### src/rtl/seq_signed_multiplier_if.sv
// seq_signed_multiplier_if: start/busy/done handshake and operand/product bus for the multiplier
interface seq_signed_multiplier_if #(parameter int N = 8);
  logic start;
  logic [N-1:0] A;
  logic [N-1:0] B;
  logic [2*N-1:0] Y;
  logic busy;
  logic done;
  modport master (output start, A, B, input Y, busy, done);
  modport slave (input start, A, B, output Y, busy, done);
endinterface

### src/rtl/seq_signed_multiplier.sv
// seq_signed_multiplier: sequential shift-add two's-complement multiplier.
// Operands become magnitudes, are multiplied over N iterations, and the product is negated if the signs differ.
module seq_signed_multiplier #(parameter int N = 8) (
  input logic clk,
  input logic rst,
  seq_signed_multiplier_if.slave bus
);
  localparam int CW = $clog2(N);
  typedef enum logic [1:0] {IDLE, RUN, SIGN} state_t;
  state_t state_q, state_d;
  logic [N-1:0] mag_a_q, mag_a_d, mag_b_q, mag_b_d;
  logic [2*N-1:0] acc_q, acc_d, y_q, y_d;
  logic [CW-1:0] cnt_q, cnt_d;
  logic neg_q, neg_d, done_q, done_d, busy_q, busy_d;
  always_comb begin
    state_d = state_q;
    mag_a_d = mag_a_q;
    mag_b_d = mag_b_q;
    acc_d = acc_q;
    cnt_d = cnt_q;
    neg_d = neg_q;
    y_d = y_q;
    done_d = 1'b0;
    case (state_q)
      IDLE: if (bus.start) begin
        // 8'h80 negates to itself and reads as unsigned 128, which is the correct magnitude
        mag_a_d = bus.A[N-1] ? ~bus.A + N'(1) : bus.A;
        mag_b_d = bus.B[N-1] ? ~bus.B + N'(1) : bus.B;
        neg_d = bus.A[N-1] ^ bus.B[N-1];
        acc_d = '0;
        cnt_d = '0;
        state_d = RUN;
      end
      RUN: begin
        acc_d = mag_b_q[cnt_q] ? acc_q + ({{N{1'b0}}, mag_a_q} << cnt_q) : acc_q;
        cnt_d = cnt_q + CW'(1);
        state_d = (cnt_q == CW'(N - 1)) ? SIGN : RUN;
      end
      SIGN: begin
        y_d = neg_q ? ~acc_q + (2*N)'(1) : acc_q;
        done_d = 1'b1;
        state_d = IDLE;
      end
      default: state_d = IDLE;
    endcase
    busy_d = state_d != IDLE;
  end
  always_ff @(posedge clk or posedge rst) begin
    if (rst) begin
      state_q <= IDLE;
      mag_a_q <= '0;
      mag_b_q <= '0;
      acc_q <= '0;
      cnt_q <= '0;
      neg_q <= 1'b0;
      y_q <= '0;
      done_q <= 1'b0;
      busy_q <= 1'b0;
    end else begin
      state_q <= state_d;
      mag_a_q <= mag_a_d;
      mag_b_q <= mag_b_d;
      acc_q <= acc_d;
      cnt_q <= cnt_d;
      neg_q <= neg_d;
      y_q <= y_d;
      done_q <= done_d;
      busy_q <= busy_d;
    end
  end
  assign bus.Y = y_q;
  assign bus.busy = busy_q;
  assign bus.done = done_q;
endmodule

### src/flat_wrapper.sv
// flat-port wrapper written by rule: the top's interface ports become plain ports
module seq_signed_multiplier_flat 
#(parameter int N = 8)
  (clk, rst, bus_start, bus_A, bus_B, bus_Y, bus_busy, bus_done);
  seq_signed_multiplier_if #(.N(N)) bus_i ();
  input logic clk;
  input logic rst;
  input wire logic [$bits(bus_i.start)-1:0] bus_start;
  input wire logic [$bits(bus_i.A)-1:0] bus_A;
  input wire logic [$bits(bus_i.B)-1:0] bus_B;
  output wire logic [$bits(bus_i.Y)-1:0] bus_Y;
  output wire logic [$bits(bus_i.busy)-1:0] bus_busy;
  output wire logic [$bits(bus_i.done)-1:0] bus_done;
  assign bus_i.start = bus_start;
  assign bus_i.A = bus_A;
  assign bus_i.B = bus_B;
  assign bus_Y = bus_i.Y;
  assign bus_busy = bus_i.busy;
  assign bus_done = bus_i.done;
  seq_signed_multiplier #(.N(N)) u_core (.clk(clk), .rst(rst), .bus(bus_i));
endmodule
### config.mk
export PLATFORM = sky130hd
export DESIGN_NAME = seq_signed_multiplier_flat
export DESIGN_NICKNAME = d
export VERILOG_FILES = /design/src/rtl/seq_signed_multiplier_if.sv /design/src/rtl/seq_signed_multiplier.sv /design/src/flat_wrapper.sv
export SDC_FILE = /design/constraint.sdc
export NUM_CORES = 1
export LEC_CHECK = 0
export ABC_AREA = 1
export BUFFER_PORTS_ARGS = -buffer_cell sky130_fd_sc_hd__buf_4
export CORE_MARGIN = 10
export CORE_UTILIZATION = 55
export DETAILED_ROUTE_END_ITERATION = 7
export GPL_ROUTABILITY_DRIVEN = 0
export PLACE_DENSITY = 0.75
export SLEW_MARGIN = 30
export SYNTH_ARGS = -nofsm -noshare
export SYNTH_HDL_FRONTEND = slang
export SYNTH_SLANG_ARGS = --single-unit
### constraint.sdc
create_clock -name clk -period 4.05 [get_ports clk]
set_clock_uncertainty 0.2 [all_clocks]
set_input_delay 0.405 -clock clk [delete_from_list [all_inputs] [get_ports clk]]
set_output_delay 0.405 -clock clk [all_outputs]
set_load 0.1 [all_outputs]
==> flow_metrics.env, run 1 <==
export IMPL_status="finished clean"
export IMPL_dp_hpwl_mm=6.99
export IMPL_arrival_ns=2.96
export IMPL_antenna_found_initial=0
export IMPL_synth_area_mm2=0.00395
export IMPL_worstPathRequired_ns=4.06
export IMPL_cts_tree="yes"
export IMPL_std_cell_rows=30
export IMPL_cts_setup_buffers=0
export IMPL_met2_usage=0.264
export IMPL_setup_violations_final=0
export IMPL_relSlewSlack=0.494
export IMPL_synth_common_cells="170 x nand2_1, 69 x inv_1, 56 x dfrtp_1"
export IMPL_synth_cell_types=34
export IMPL_drive_above_1_share=0.112
export IMPL_synthFlopType="dfrtp_1"
export IMPL_cts_buffer_depth=2
export IMPL_grt_start_max_net_pins=37
export IMPL_yosysTopAreaCellShare=0.355
export IMPL_grt_first_pass_wirelength_mm=15.3
export IMPL_grt_pass1_vias=3447
export IMPL_drt_initial_drc_count=187
export IMPL_crit_path_end_kind="flop"
export IMPL_port_buffers=36
export IMPL_synth_seq_cells=56
export IMPL_core_mm2=0.00691
export IMPL_vias=3591
export IMPL_die_w_um=105
export IMPL_critPathLaunchType="flop"
export IMPL_yosys_warnings=0
export IMPL_wl_per_cell_um=12.8
export IMPL_fillCellCount=664
export IMPL_cts_made_buffers=5
export IMPL_final_nets=630
export IMPL_max_clock_freq_ghz=0.339
export IMPL_finalHoldViolCount=0
export IMPL_synth_area_leaders="dfrtp_1 35%, nand2_1 16%, inv_1 6.6%, o21ai_0 6.5%, ha_1 6.3%"
export IMPL_tns_ns=0
export IMPL_cap_violations=0
export IMPL_grt_busiest_layer="met2"
export IMPL_tightest_slew_ns=0.757
export IMPL_met1_usage=0.205
export IMPL_wirelength_mm=8.79
export IMPL_synthArstFlopShare=1.00
export IMPL_finalCritPeriodShare=0.728
export IMPL_yosysTopAreaCell="dfrtp_1"
export IMPL_die_height_um=105
export IMPL_dieArea_mm2=0.0110
export IMPL_ctsHoldBuffers=0
export IMPL_grt_use_met3=0.0301
export IMPL_rsz0062_at_grt="no"
export IMPL_drv_slew=0
export IMPL_avgSynthCellArea_um2=7.04
export IMPL_via_per_inst=5.23
export IMPL_drt_pass1_iter_count=4
export IMPL_synth_edff_count=0
export IMPL_cts_max_level=2
export IMPL_path_max_fanout=18
export IMPL_ys_seq_area_frac=0.355
export IMPL_fin_crit_ns=2.95
export IMPL_start_util=0.572
export IMPL_hold_path_class="input port to asynchronous set/reset pin"
export IMPL_cts_resized=0
export IMPL_syn_inst=561
export IMPL_worst_setup_path_type="flop to flop"
export IMPL_io_pins=37
export IMPL_clk_pin_slew_ns=0.10
export IMPL_diodes=0
export IMPL_overflow=0
export IMPL_clock_sink_count=56
export IMPL_area_growth_pct=10.2
export IMPL_ant_nets=0
export IMPL_syn_num_nets=601
export IMPL_grt_total_usage=0.161
export IMPL_clk_latency_ns=0.32
export IMPL_synth_most_common_cell="nand2_1"
export IMPL_remaining_drc_errors=0
export IMPL_root_buffer="clkbuf_8"
routing by layer:
metal  vias to the layer above  routed length, um
met5                         -                  0
met4                         0                250
met3                        18                500
met2                        84               3950
met1                      1614               4090
li1                       1875                  -
logic make-up after synthesis:
family | count (synthesis) | share of synthesized area
buf+inv | 89 | 0.0937
fa+ha+maj | 21 | 0.0684
compound gates | 92 | 0.128
flops | 56 | 0.355
mux | 4 | 0.0101
simple gates | 280 | 0.303
xor+xnor | 19 | 0.0421
critical path, cell delays in order, from the launching register on:
cell and delay, ns:
dfrtp_1 0.57, inv_2 0.25, nand2_1 0.12, nor3_1 0.20
ha_1 0.21, inv_1 0.05, fa_1 0.39, nand3b_1 0.18
nand2_1 0.14, nand2_1 0.07, nand2_1 0.12, nand2_1 0.11
nand2_1 0.08, nand2_1 0.05, nand3_1 0.06, nand2_1 0.05
area by class of cell:
| cell class | count | area (um^2) | area share |
|---|---|---|---|
| Clock buffer | 7 | 86.3 | 0.0198 |
| Clock inverter | 1 | 7.51 | 0.00172 |
| Inverter | 73 | 274 | 0.0629 |
| Multi-Input combinational cell | 416 | 2180 | 0.501 |
| Sequential cell | 56 | 1400 | 0.322 |
| Tap cell | 96 | 120 | 0.0276 |
| Timing Repair Buffer | 38 | 285 | 0.0655 |
worst paths after layout:
| path | start | endpoint | slack, ns | cells past startpoint |
|---|---|---|---|---|
| setup / recovery | u_core.cnt_q[0] | u_core.acc_q[14] | 1.10 | 15 |
| hold / removal | rst | u_core.acc_q[5] | 0.02 | 2 |
| setup reg to reg | u_core.cnt_q[0] | u_core.acc_q[14] | 1.10 | 15 |
| min in group clk | bus_A[6] | u_core.mag_a_q[7] | 0.17 | 4 |
| hold reg to reg | u_core.state_q[1] | u_core.state_q[1] | 0.28 | 1 |
| max in group asynchronous | rst | u_core.mag_a_q[2] | 2.87 | 3 |
registers in the layout, summed over array words and instances, names as in the netlist:
name / flops
u_core.neg_q: 1
u_core.mag_a_q: 8
u_core.state_q: 2
u_core.mag_b_q: 8
u_core.bus.busy: 1
u_core.acc_q: 16
u_core.cnt_q: 3
u_core.bus.done: 1
u_core.bus.Y: 16
through the flow:
step | instances | util | cell area, um^2 | setup WS, ns | hold WS (ns)
floorplan | 561 | - | 3950 | 1.51 | 0.242
global placement | 679 | 0.617 | 4260 | 1.19 | 0.255
detailed placement | 679 | 0.617 | 4260 | 1.10 | 0.257
CTS | 687 | 0.630 | 4350 | 1.11 | 0.0564
global route | 687 | 0.630 | 4350 | 0.696 | 0.0918
finish | 687 | 0.630 | 4350 | 1.10 | 0.0206
cell usage in the layout, fill, tap and decap left out, drive strengths merged:
master    count
o21bai        1
and2          1
inv          73
nor3          7
o21a          3
dfrtp        56
mux2i         4
nand3        47
o31ai         4
nand4         4
fa            1
o211ai        2
a31oi         3
and3          1
or2           3
o22ai         3
nor2         40
a21oi        17
buf          38
clkbuf        7
clkinvlp      1
nand3b        4
o21ai        59
xor2         17
nand2       173
ha           20
xnor2         2
Power of run 1 is not shown: default switching activity piles up to over one toggle a cycle in this logic, so the estimate is an artifact.
==> inputs of run 2 (changes only) <==
==> constraint.sdc (replaced) <==
create_clock -name clk -period 3.1 [get_ports clk]
set_clock_uncertainty 0.2 [all_clocks]
set_input_delay 0.31 -clock clk [delete_from_list [all_inputs] [get_ports clk]]
set_output_delay 0.31 -clock clk [all_outputs]
set_load 0.1 [all_outputs]
==> run 2 against run 1 <==
Against the previous run:
- count of clock-buffer cells in the layout fell by 1
- largest cell class unchanged
- critical path type unchanged
- highest routed layer unchanged
- final area increased by 1.3%
- core utilization is 0.82 points higher
- global-route usage down 0.34 points
==> flow_metrics.env, run 2 (synthesis gave the netlist of run 1 again) <==
export IMPL_rsz0062_at_grt="no"
export IMPL_dieArea_mm2=0.0110
export IMPL_worstPathRequired_ns=3.10
export IMPL_fin_crit_ns=2.81
export IMPL_area_growth_pct=11.6
export IMPL_grt_start_max_net_pins=40
export IMPL_vias=3639
export IMPL_grt_first_pass_wirelength_mm=15.1
export IMPL_cts_max_level=2
export IMPL_finalHoldViolCount=0
export IMPL_ff_latch_area_mm2=0.00140
export IMPL_std_cell_rows=30
export IMPL_place_area_mm2=0.00428
export IMPL_relSlewSlack=0.586
export IMPL_remaining_drc_errors=0
export IMPL_setup_violations_final=0
export IMPL_dp_hpwl_mm=6.92
export IMPL_drt_pass1_iter_count=5
export IMPL_final_core_util=0.639
export IMPL_start_util=0.572
export IMPL_hold_path_class="input port to flop"
export IMPL_die_height_um=105
export IMPL_core_mm2=0.00691
export IMPL_final_common_cell="nand2_1"
export IMPL_cts_made_buffers=5
export IMPL_grt_total_usage=0.158
export IMPL_max_clock_freq_ghz=0.356
export IMPL_path_max_fanout=12
export IMPL_worst_setup_path_type="flop to flop"
export IMPL_via_per_inst=5.25
export IMPL_cts_buffer_depth=2
export IMPL_wirelength_mm=8.71
export IMPL_diodes=0
export IMPL_antenna_found_initial=0
export IMPL_arrival_ns=2.81
export IMPL_die_w_um=105
export IMPL_drive_above_1_share=0.122
export IMPL_cts_tree="yes"
export IMPL_tns_ns=0
export IMPL_fillCellCount=658
export IMPL_grt_pass1_vias=3405
export IMPL_tightest_slew_ns=0.620
export IMPL_clk_latency_ns=0.31
export IMPL_final_cell_mix="170 x nand2_1, 68 x inv_1, 55 x dfrtp_1"
export IMPL_finalCritPeriodShare=0.906
export IMPL_root_buffer="clkbuf_8"
export IMPL_clock_sink_count=56
export IMPL_critPathLaunchType="flop"
export IMPL_wl_per_cell_um=12.6
export IMPL_clk_pin_slew_ns=0.10
export IMPL_fin_area_mm2=0.00441
export IMPL_drt_initial_drc_count=176
export IMPL_multi_input_area_mm2=0.00218
export IMPL_final_nets=637
export IMPL_port_buffers=36
export IMPL_ant_nets=0
export IMPL_overflow=0
export IMPL_cap_violations=0
export IMPL_io_pins=37
export IMPL_drv_slew=0
export IMPL_status="finished clean"
export IMPL_crit_path_end_kind="flop"
==> run 2: cell types whose count changed in the layout (fill, tap and decap cells not counted) <==
cell,previous run,this run
inv_2,5,4
buf_4,38,44
dfrtp_2,0,1
inv_4,0,1
clkinvlp_4,1,0
dlygate4sd3_1,0,1
clkbuf_1,1,0
dfrtp_1,56,55
clkinv_4,0,1
==> run 2: worst paths after layout <==
check | from | to | slack (ns) | cells past startpoint
max | u_core.cnt_q[0] | u_core.acc_q[11] | 0.29 | 15
min | bus_A[6] | u_core.mag_a_q[7] | 0.09 | 4
max reg2reg | u_core.cnt_q[0] | u_core.acc_q[11] | 0.29 | 15
min reg2reg | u_core.state_q[1] | u_core.state_q[1] | 0.28 | 1
max in group asynchronous | rst | u_core.cnt_q[0] | 1.58 | 4
min in group asynchronous | rst | u_core.bus.Y[5] | 0.32 | 3
==> run 2: repair_timing <==
item | CTS | global route
gates resized for setup | 0 | 2
setup endpoints to repair | 0 | 9
hold endpoints to repair | 17 | 0
setup buffers | 0 | 4
hold buffers | 1 | 0
==> run 2: metal layers <==
layer / GRT usage / part of all wire
met5: 0 / 0
met4: 0.0480 / 0.0098
met3: 0.0313 / 0.057
met2: 0.262 / 0.46
met1: 0.203 / 0.47
==> run 2: per-stage QoR <==
stage	hold slack [ns]	cells	setup WS, ns
after detailed placement	0.105	681	0.161
after global routing	0.107	693	0.0159
after global placement	0.105	681	0.243
final	0.0875	693	0.292
after CTS	0.0869	689	0.156
after floorplan	0.242	561	0.561
==> run 2: layout make-up <==
class,count,area share
Sequential cell,56,0.318
Clock buffer,6,0.0187
Clock inverter,1,0.00199
Inverter,73,0.0627
Timing Repair Buffer,45,0.0772
Multi-Input combinational cell,416,0.494
Tap cell,96,0.0272
==> run 2: critical path: stages, from the launching register on <==
cell and delay, ns:
dfrtp_2 0.50, buf_4 0.17, mux2i_1 0.22, o21ai_0 0.16, nand2_1 0.09, o21ai_0 0.11
ha_1 0.38, nand2_1 0.12, nor2_1 0.13, nand3b_1 0.11, nand2_1 0.16, nand2_1 0.09
nand2_1 0.07, nand2_1 0.05, nand3_1 0.08, o21ai_1 0.07
Power of run 2 is left out for the same reason.
==> inputs of run 3 (changes only) <==
--- a/config.mk
+++ b/config.mk
@@ -7,11 +7,13 @@
 export LEC_CHECK = 0
 export ABC_AREA = 1
 export BUFFER_PORTS_ARGS = -buffer_cell sky130_fd_sc_hd__buf_4
+export CAP_MARGIN = 10
 export CORE_MARGIN = 10
 export CORE_UTILIZATION = 55
 export DETAILED_ROUTE_END_ITERATION = 7
 export GPL_ROUTABILITY_DRIVEN = 0
 export PLACE_DENSITY = 0.75
+export RECOVER_POWER = 50
 export SLEW_MARGIN = 30
 export SYNTH_ARGS = -nofsm -noshare
 export SYNTH_HDL_FRONTEND = slang
==> run 3 against run 2 <==
Against the previous run:
- non-clock buffer count unchanged
- worst hold slack improved by 0.0011 ns
- core utilization shrank 0.85 points
- count of clock-buffer cells in the layout unchanged
- final cell count stayed put
- register-to-register slack about the same
- via count shrank 0.49%
==> flow_metrics.env, run 3 (synthesis gave the netlist of run 1 again) <==
export IMPL_arrival_ns=2.81
export IMPL_antenna_found_initial=0
export IMPL_wl_per_cell_um=12.6
export IMPL_hold_path_class="input port to flop"
export IMPL_finalCritPeriodShare=0.907
export IMPL_cts_tree="yes"
export IMPL_start_util=0.572
export IMPL_cts_made_buffers=5
export IMPL_relSlewSlack=0.219
export IMPL_status="finished clean"
export IMPL_final_cell_count_no_fill=693
export IMPL_final_cell_mix="170 x nand2_1, 70 x inv_1, 55 x dfrtp_1"
export IMPL_std_cell_rows=30
export IMPL_root_buffer="clkbuf_8"
export IMPL_clk_pin_slew_ns=0.10
export IMPL_remaining_drc_errors=0
export IMPL_vias=3621
export IMPL_fin_crit_ns=2.81
export IMPL_overflow=0
export IMPL_cts_buffer_depth=2
export IMPL_drt_initial_drc_count=177
export IMPL_grt_start_max_net_pins=40
export IMPL_area_growth_pct=10.1
export IMPL_drive_above_1_share=0.0921
export IMPL_dp_hpwl_mm=6.92
export IMPL_max_clock_freq_ghz=0.356
export IMPL_tns_ns=0
export IMPL_worstPathRequired_ns=3.10
export IMPL_rsz0062_at_grt="no"
export IMPL_via_per_inst=5.23
export IMPL_diodes=0
export IMPL_cap_violations=0
export IMPL_port_buffers=36
export IMPL_setup_violations_final=0
export IMPL_clock_sink_count=56
export IMPL_grt_total_usage=0.158
export IMPL_io_pins=37
export IMPL_path_max_fanout=12
export IMPL_final_common_cell="nand2_1"
export IMPL_grt_first_pass_wirelength_mm=15.1
export IMPL_post_place_cells=681
export IMPL_core_mm2=0.00691
export IMPL_critPathLaunchType="flop"
export IMPL_die_height_um=105
export IMPL_grt_pass1_vias=3405
export IMPL_finalHoldViolCount=0
export IMPL_drv_slew=0
export IMPL_dieArea_mm2=0.0110
export IMPL_crit_path_end_kind="flop"
export IMPL_ant_nets=0
export IMPL_cts_max_level=2
export IMPL_drt_pass1_iter_count=4
export IMPL_tightest_slew_ns=1.18
export IMPL_worst_setup_path_type="flop to flop"
export IMPL_die_w_um=105
export IMPL_wirelength_mm=8.74
export IMPL_final_nets=637
export IMPL_clk_latency_ns=0.31
## run 3: repair_timing
item,CTS,global route
gates resized for setup,0,2
setup endpoints to repair,0,9
setup buffers,0,4
endpoints found under the hold margin,17,0
hold buffers,1,0
## run 3: critical path, stage by stage, from the launching register on
cell and delay (ns):
dfrtp_2 0.50, buf_4 0.17, mux2i_1 0.23, o21ai_0 0.16
nand2_1 0.09, o21ai_0 0.11, ha_1 0.38, nand2_1 0.12
nor2_1 0.13, nand3b_1 0.11, nand2_1 0.16, nand2_1 0.09
nand2_1 0.07, nand2_1 0.05, nand3_1 0.08, o21ai_1 0.07
## run 3: cell type report
class / count / area [um^2]
fill: 680 / 2550
clock inverter: 1 / 8.76
sequential: 56 / 1400
tap: 96 / 120
multi-input combinational: 416 / 2180
clock buffer: 6 / 82.6
timing repair buffer: 45 / 284
inverter: 73 / 277
## run 3: layer usage
metal	share of wire	vias up	GRT usage
met5	0	-	0
met4	0.0097	0	0.0480
met3	0.060	7	0.0313
met2	0.46	86	0.262
met1	0.47	1652	0.203
li1	-	1876	-
## run 3: path summary, 6_finish.rpt
kind | from | to | slack [ns] | cells after the start
max | u_core.cnt_q[0] | u_core.acc_q[11] | 0.29 | 15
min | bus_A[6] | u_core.mag_a_q[7] | 0.09 | 4
max reg2reg | u_core.cnt_q[0] | u_core.acc_q[11] | 0.29 | 15
min reg2reg | u_core.state_q[1] | u_core.state_q[1] | 0.26 | 1
max in group asynchronous | rst | u_core.cnt_q[0] | 1.35 | 4
min in group asynchronous | rst | u_core.bus.Y[5] | 0.43 | 3
## run 3: stage by stage
| step | utilization | area (um^2) | hold slack [ns] | setup slack [ns] |
|---|---|---|---|---|
| after floorplan | - | 3950 | 0.242 | 0.561 |
| after global placement | 0.619 | 4280 | 0.105 | 0.243 |
| after detailed placement | 0.619 | 4280 | 0.105 | 0.161 |
| after CTS | 0.634 | 4380 | 0.0869 | 0.156 |
| after global routing | 0.630 | 4350 | 0.107 | 0.00433 |
| final | 0.630 | 4350 | 0.0886 | 0.289 |
Power of run 3 is left out for the same reason.
